==> config.mk <==
export PLATFORM = sky130hd
export DESIGN_NAME = lsu_stb_alloc_ctl
export DESIGN_NICKNAME = d
export VERILOG_FILES = /design/src/rtl/lsu_stb_alloc_ctl.sv
export SDC_FILE = /design/constraint.sdc
export NUM_CORES = 1
export LEC_CHECK = 0
export BUFFER_PORTS_ARGS = -buffer_cell sky130_fd_sc_hd__buf_2
export CORE_MARGIN = 1.5
export CORE_UTILIZATION = 45
export DETAILED_ROUTE_END_ITERATION = 16
export PLACE_DENSITY = 0.74
export RECOVER_POWER = 100
export SKIP_LAST_GASP = 1
export SLEW_MARGIN = 40
export SYNTH_ARGS = -nofsm -noshare
export SYNTH_HDL_FRONTEND = slang
export SYNTH_SLANG_ARGS = --single-unit
export TNS_END_PERCENT = 50
==> constraint.sdc <==
create_clock -name rclk -period 4 [get_ports rclk]
set_input_delay 0.6 -clock rclk [delete_from_list [all_inputs] [get_ports rclk]]
set_output_delay 0.6 -clock rclk [all_outputs]
set_load 0.02 [all_outputs]
==> src/rtl/lsu_stb_alloc_ctl.sv <==
// Store-buffer allocation controller for one thread: picks the write entry for
// each M-stage store, handles the one-cycle cancel window, and tracks issue/ack order.
module lsu_stb_alloc_ctl #(
  parameter int PTR_W = 3
) (
  input  logic                      rclk,
  input  logic                      rst,
  input  logic                      st_vld_m,
  input  logic                      st_cancel_w,
  input  logic                      pcx_grant,
  input  logic                      cpx_st_ack,
  output logic [(1<<PTR_W)-1:0]     stb_clk_en_l,
  output logic [PTR_W-1:0]          stb_wr_idx,
  output logic                      stb_issue_vld,
  output logic [PTR_W-1:0]          stb_issue_idx,
  output logic [(1<<PTR_W)-1:0]     stb_vld,
  output logic [PTR_W:0]            stb_cnt,
  output logic                      stb_full,
  output logic                      stb_empty,
  output logic                      stb_err
);

  localparam int DEPTH = 1 << PTR_W;

  logic [PTR_W:0]       wptr_q, wptr_d;
  logic [PTR_W:0]       iptr_q, iptr_d;
  logic [PTR_W:0]       aptr_q, aptr_d;
  logic [DEPTH-1:0]     vld_q, vld_d;
  logic                 err_q, err_d;
  logic                 lastAllocVld_q;
  logic [PTR_W-1:0]     lastAllocIdx_q;

  logic                 alloc;
  logic                 legalCancel;
  logic                 reuse;
  logic                 legalGrant;
  logic                 legalAck;
  logic [PTR_W-1:0]     target;

  // Occupancy comes purely from pointer distance so wrap never confuses full/empty.
  assign stb_cnt   = wptr_q - aptr_q;
  assign stb_full  = (stb_cnt == (PTR_W+1)'(DEPTH));
  assign stb_empty = (stb_cnt == '0);
  assign stb_vld   = vld_q;
  assign stb_err   = err_q;
  assign stb_wr_idx    = wptr_q[PTR_W-1:0];
  assign stb_issue_idx = iptr_q[PTR_W-1:0];

  // The newest entry is held back from PCX while it can still be cancelled.
  assign stb_issue_vld = (iptr_q != wptr_q) &&
                         !(lastAllocVld_q && (iptr_q[PTR_W-1:0] == lastAllocIdx_q));

  assign alloc       = st_vld_m & ~stb_full & ~rst;
  assign legalCancel = st_cancel_w & lastAllocVld_q;
  assign reuse       = alloc & legalCancel;
  assign legalGrant  = pcx_grant & stb_issue_vld;
  assign legalAck    = cpx_st_ack & (aptr_q != iptr_q);
  assign target      = reuse ? lastAllocIdx_q : wptr_q[PTR_W-1:0];

  always_comb begin
    for (int k = 0; k < DEPTH; k++) begin
      stb_clk_en_l[k] = ~(alloc && (target == PTR_W'(k)));
    end
  end

  always_comb begin
    vld_d  = vld_q;
    wptr_d = wptr_q;
    iptr_d = iptr_q;
    aptr_d = aptr_q;
    if (legalAck) begin
      vld_d[aptr_q[PTR_W-1:0]] = 1'b0;
      aptr_d = aptr_q + 1'b1;
    end
    if (legalGrant) begin
      iptr_d = iptr_q + 1'b1;
    end
    // A cancel paired with a new store hands the same slot straight back.
    if (legalCancel && !reuse) begin
      vld_d[lastAllocIdx_q] = 1'b0;
      wptr_d = wptr_q - 1'b1;
    end
    if (alloc) begin
      vld_d[target] = 1'b1;
      if (!reuse) begin
        wptr_d = wptr_q + 1'b1;
      end
    end
  end

  assign err_d = err_q
               | (st_vld_m & stb_full)
               | (st_cancel_w & ~lastAllocVld_q)
               | (pcx_grant & ~stb_issue_vld)
               | (cpx_st_ack & (aptr_q == iptr_q));

  always_ff @(posedge rclk or posedge rst) begin
    if (rst) begin
      wptr_q         <= '0;
      iptr_q         <= '0;
      aptr_q         <= '0;
      vld_q          <= '0;
      err_q          <= 1'b0;
      lastAllocVld_q <= 1'b0;
      lastAllocIdx_q <= '0;
    end else begin
      wptr_q         <= wptr_d;
      iptr_q         <= iptr_d;
      aptr_q         <= aptr_d;
      vld_q          <= vld_d;
      err_q          <= err_d;
      lastAllocVld_q <= alloc;
      lastAllocIdx_q <= target;
    end
  end

endmodule

## Word level (Yosys, flattened, before mapping)

Cells that the tools add are included.

- Bits in registers: 25
- Memory bits (read-only): 0
- Latch bits: 0
- Memories: 0
- Input bits: 6
- RAM bits: 0
- Output and inout bits: 30
- Logic and storage cells: 92

- Reductions and logical operators: 18
- $mul: 0
- Bitwise operators: 31
- Add/sub/neg operators: 5
- Multiplexer cells: 13
- Magnitude comparators: 6
- Equal/unequal tests: 12
- Shift-type cells: 0
- Divide/modulo/power cells: 0

Operators by type and width:

| kind | count |
|---|---|
| two-way mux 8 bit | 3 |
| AND 8 bit | 2 |
| inverter 8 bit | 2 |
| logical AND 1 bit | 14 |
| adder 4 x 1 -> 4 bit (second input constant) | 3 |
| equality test 3 bit (second input constant) | 4 |
| less-than comparator 3 x 4 -> 1 bit (second input constant) | 3 |
| two-way mux 4 bit | 3 |
| inverter 1 bit | 12 |
| AND 1 bit | 10 |
| demux 1 bit (select 3 bit) | 3 |
| greater-or-equal comparator 3 x 1 -> 1 bit (second input constant) | 3 |
| != test 4 bit | 2 |
| OR 8 bit | 1 |
| equality test 3 x 2 -> 1 bit (second input constant) | 2 |
| equality test 4 bit | 1 |
| equality test 4 bit (second input constant) | 1 |
| zero test 4 bit | 1 |
| OR 1 bit | 4 |
| subtractor 4 x 1 -> 4 bit (second input constant) | 1 |
| subtractor 4 bit | 1 |
| equality test 3 x 1 -> 1 bit (second input constant) | 1 |
| equality test 3 bit | 1 |
| zero test 3 bit | 1 |
| other kinds (3) | 6 |

## Depth between registers and ports, before layout

- Word-level depth: 13
- Depth in mapped cells: 11
- Depth with buffers taken out: 9

## Least setup slack after synthesis

No wires, ideal clock.

- Kind: flip-flop to output port
- From: reg wptr_q[0]
- To: out stb_clk_en_l[0]
- Stages on the path, launching flop included: 11
- Path buffers: 1
- Data arrival time: 2.858 ns
- Setup slack: 0.542 ns
- Cells stage by stage: dfrtp_1 > clkbuf_1 > inv_1 > ha_1 > inv_1 > fa_1 > xor2_1 > nor3_2 > a311oi_4 > nand2_2 > or2_2

- Cells in the longest elaborated chain, start to end: 10

Ends and longest elaborated chain:

| item | line | text |
|---|---|---|
| start, declared | 25 | `logic [PTR_W:0] wptr_q, wptr_d;` |
| start signal, assigned | 107 | `wptr_q <= wptr_d;` |
| subtractor 4 bit (*) | 41 | `assign stb_cnt = wptr_q - aptr_q;` |
| named net stb_cnt[2] | 17 | `output logic [PTR_W:0] stb_cnt,` |
| equality test 4 bit (*) | 42 | `assign stb_full = (stb_cnt == (PTR_W+1)'(DEPTH));` |
| inverter 1 bit (*) | 53 | `assign alloc = st_vld_m & ~stb_full & ~rst;` |
| AND 1 bit (*) (2 in series) | 53 |  |
| AND 1 bit | 55 | `assign reuse = alloc & legalCancel;` |
| two-way mux 3 bit | 58 | `assign target = reuse ? lastAllocIdx_q : wptr_q[PTR_W-1:0];` |
| zero test 3 bit | 62 | `stb_clk_en_l[k] = ~(alloc && (target == PTR_W'(k)));` |
| logical AND 1 bit (*) | 62 |  |
| inverter 1 bit (*) | 62 |  |
| end, declared | 12 | `output logic [(1<<PTR_W)-1:0] stb_clk_en_l,` |

Mark *: on every way through the listed nets, which the timed path passes. The rest lies on a longest branch.

## Worst setup path in the final report

- From: reg wptr_q[0]
- To: out stb_clk_en_l[1]

- Cells in the longest elaborated chain, start to end: 10

Ends and longest elaborated chain:

| item | line |
|---|---|
| subtractor 4 bit | 41 |
| equality test 4 bit | 42 |
| inverter 1 bit | 53 |
| AND 1 bit (2 in series) | 53 |
| AND 1 bit | 55 |
| two-way mux 3 bit | 58 |
| equality test 3 x 1 -> 1 bit | 62 |
| logical AND 1 bit (*) | 62 |
| inverter 1 bit (*) | 62 |

Every way passes the cells marked *; elsewhere a longest branch is shown, timed or not.

==> reports/results.tsv <==
stage	metric	value	unit
pwr	p_leak	0.762	nW
critical_path	path_cells	inv_1 -> ha_1 -> inv_1 -> fa_1 -> xor2_1 -> nor3_2 -> a311oi_4 -> nand2_2 -> or2_2 -> clkbuf_2	
outcome	outcome	complete, no violations	
synth	yosysUniqueCellTypes	41	
clocking	cts_setup_buffers	0	
timing	drv_slew	0	
pwr	peakVddDrop	0.000352	V
clocking	cts.clk_slew.worst_paths	90	ps
global_route	overflow	0	
clocking	ctsLongestPathBuffers	2	
clocking	hold_buffers	0	
die	fp-row-count	22	
min_path	min_from	iptr_q[3]$_DFFE_PP0P_	
synth	synth-seq-area-share	36.2	%
drt	top_layer	met4	
critical_path	rrSetupSlack	890	ps
global_route	grt_first_pass_wirelength	6.20	mm
place	dp_hpwl	2.83	mm
timing	relSlewSlack	9.53	%
drt	dr.pass1.iters	4	
critical_path	cp_max_fo	9	
die	die_area	4220	um^2
critical_path	crit_top_cell	inv_1	
timing	worstMarginPinSlew	1360	ps
clocking	root_buffer	clkbuf_8	
timing	finalHoldViolations	0	
clocking	htree_levels	1	
min_path	whs_endpoint	iptr_q[3]$_DFFE_PP0P_	
clocking	ctsResizeCount	0	
drt	via_per_inst	5.30	
timing	rsz0062_at_grt	no	
timing	fin_crit	3680	ps
synth	synth_area_leaders	dfrtp_1 36%, xnor2_1 7.1%, ha_1 5.1%	
critical_path	startpoint_type	register	
synth	synth_top_flop_cell	dfrtp_1	
cells_and_area	area.growth.synth_to_final	10.4	%
place	dpl_worst_slack	609	ps
pwr	total_power	1.82	mW
drt	dr_total_vias	1367	
critical_path	slowest_stage	a311oi_4	
die	die_w	65.0	um
flow_run	maxCapViolCount	0	
cells_and_area	most-common-layout-cells	26 x clkbuf_1, 25 x dfrtp_1, 14 x xnor2_1	
die	die_h	65.0	um
global_route	grt_use_total	19.2	%
global_route	grt_pass1_vias	1284	
timing	setup-tns-final	0	ps
drt	ant_nets	0	
die	core	3660	um^2
critical_path	critical_path_class	register to primary output	
timing	worst_slack	318	ps
die	start_util	47.2	%
critical_path	cpPeakStageDelay	560	ps
critical_path	required	3400	ps
clocking	cts_sinks	25	
synth	synth.largest_area_cell	dfrtp_1	
drt	postRouteWirelength	3.74	mm
critical_path	r2r-end	wptr_q[2]$_DFF_PP0_	
global_route	antenna_found_initial	0	
die	io_pins	36	
timing	setup_violations	0	
place	dpl.cell_count	254	
synth	synth-edff-count	0	
synth	synth_area	1730	um^2
synth	synth_cells	184	
synth	synth-seq-cells	25	
drt	drt_iter0_drc	68	
drt	wl_met1	1.81	mm
min_path	holdCritPathClass	register to register	
critical_path	worstPathArrival	3080	ps
synth	synth_fp_nets	198	
place	portBuffers	35	
place	gp_congestion	0.848	
synth	ys_async_sr_fraction	100	%
drt	routed-wl-met3	124	um
cells_and_area	n_antenna_cell	0	
cells_and_area	nNetsFinal	225	
timing	timing.fmax	272	MHz
clocking	cts_buffers	3	
clocking	cts_tree	built	
global_route	grt_max_degree	26	
critical_path	rr_worst_depth	10	
drt	met2_length	1.77	mm
critical_path	r2r-start	wptr_q[0]$_DFF_PP0_	
drt	wire_per_inst	14.5	um
timing	fin_skew	5.22	ps
cells_and_area	drive_above_1_share	13.3	%
cells_and_area	layout.cells.most_common	clkbuf_1	
synth	synth_top_area_share	36.2	%
critical_path	crit_path_end_kind	primary output	
pwr	power_per_cell_area	955	nW/um^2
drt	drc	0	
clocking	clock_latency	270	ps
timing	final.period_utilization	92.1	%
synth	synth.avg_cell_area	9.39	um^2
cells_and_area	finalNonFillerCells	258	
min_path	holdPathStages	1	
synth	ys_warn_count	0	
## where the power goes
group | switching (mW) | internal, mW | total [mW]
clock | 0.0854 | 0.0707 | 0.156
combinational | 0.681 | 0.409 | 1.09
sequential | 0.205 | 0.370 | 0.575
## cell families after synthesis
family	synth area share, %
AND/OR/NAND/NOR	19.6
adder cells (fa/ha/maj)	6.81
AO/OA/AOI/OAI	11.9
multiplexers	6.66
XOR/XNOR	11.7
buffers and inverters	7.17
flip-flops	36.2
## state kept, by name, summed over array words and instances (netlist names)
register        cells
wptr_q              4
stb_vld             8
aptr_q              4
lastAllocVld_q      1
stb_err             1
lastAllocIdx_q      3
iptr_q              4
## layer usage
layer / up-vias / global-route usage [%]
met5: - / 0
li1: 680 / -
met3: 4 / 2.08
met1: 653 / 27.3
met4: 0 / 5.85
met2: 30 / 30.5
## synth_stat cells, types with 3 or more instances
| library cell | instances |
|---|---|
| buf_4 | 7 |
| o22ai_1 | 9 |
| a21oi_1 | 3 |
| dfrtp_1 | 25 |
| o21ai_0 | 11 |
| nor2_1 | 6 |
| xor2_1 | 9 |
| ha_1 | 7 |
| or2_1 | 3 |
| nor2b_1 | 3 |
| or2_2 | 3 |
| nand3_1 | 10 |
| mux2_2 | 4 |
| inv_1 | 11 |
| clkbuf_1 | 7 |
| xnor2_1 | 14 |
| nor3b_1 | 3 |
| nand2_1 | 12 |
| nor3_1 | 3 |
| mux2i_1 | 7 |
## area by class of cell
type / count / area, um^2
multi-input combinational: 133 / 978
clock buffer: 3 / 41.3
fill: 361 / 1750
timing repair buffer: 37 / 153
sequential: 25 / 626
inverter: 11 / 41.3
tap: 48 / 60.1
clock inverter: 1 / 7.51
## how the worst max path moves through the flow
stage,from,to,slack [ps],cells past startpoint
floorplan,wptr_q[0]$_DFF_PP0_,stb_clk_en_l[0],540,10
global placement,wptr_q[0]$_DFF_PP0_,stb_clk_en_l[2],700,10
detailed placement,wptr_q[0]$_DFF_PP0_,stb_clk_en_l[1],610,10
CTS,wptr_q[0]$_DFF_PP0_,stb_clk_en_l[1],310,10
global route,wptr_q[0]$_DFF_PP0_,stb_clk_en_l[1],20,10
finish,wptr_q[0]$_DFF_PP0_,stb_clk_en_l[1],320,10
## worst max-delay path, delay by kind of cell, from the launching register on
family / cells / cell delay [ps]
AOI/OAI and AO/OA: 1 / 560
xor gates and xnor gates: 1 / 220
adders and majority gates: 2 / 540
buffers and inverters: 3 / 360
DFF: 1 / 500
and+or+nand+nor: 3 / 600
## per-stage QoR
step,util [%],area [um^2],hold WS (ps)
floorplan,-,1730,497
global placement,51.8,1900,514
detailed placement,51.8,1900,525
CTS,53.1,1940,428
global route,52.1,1910,555
finish,52.1,1910,543
No activity file was read; power rests on OpenSTA's default activity.
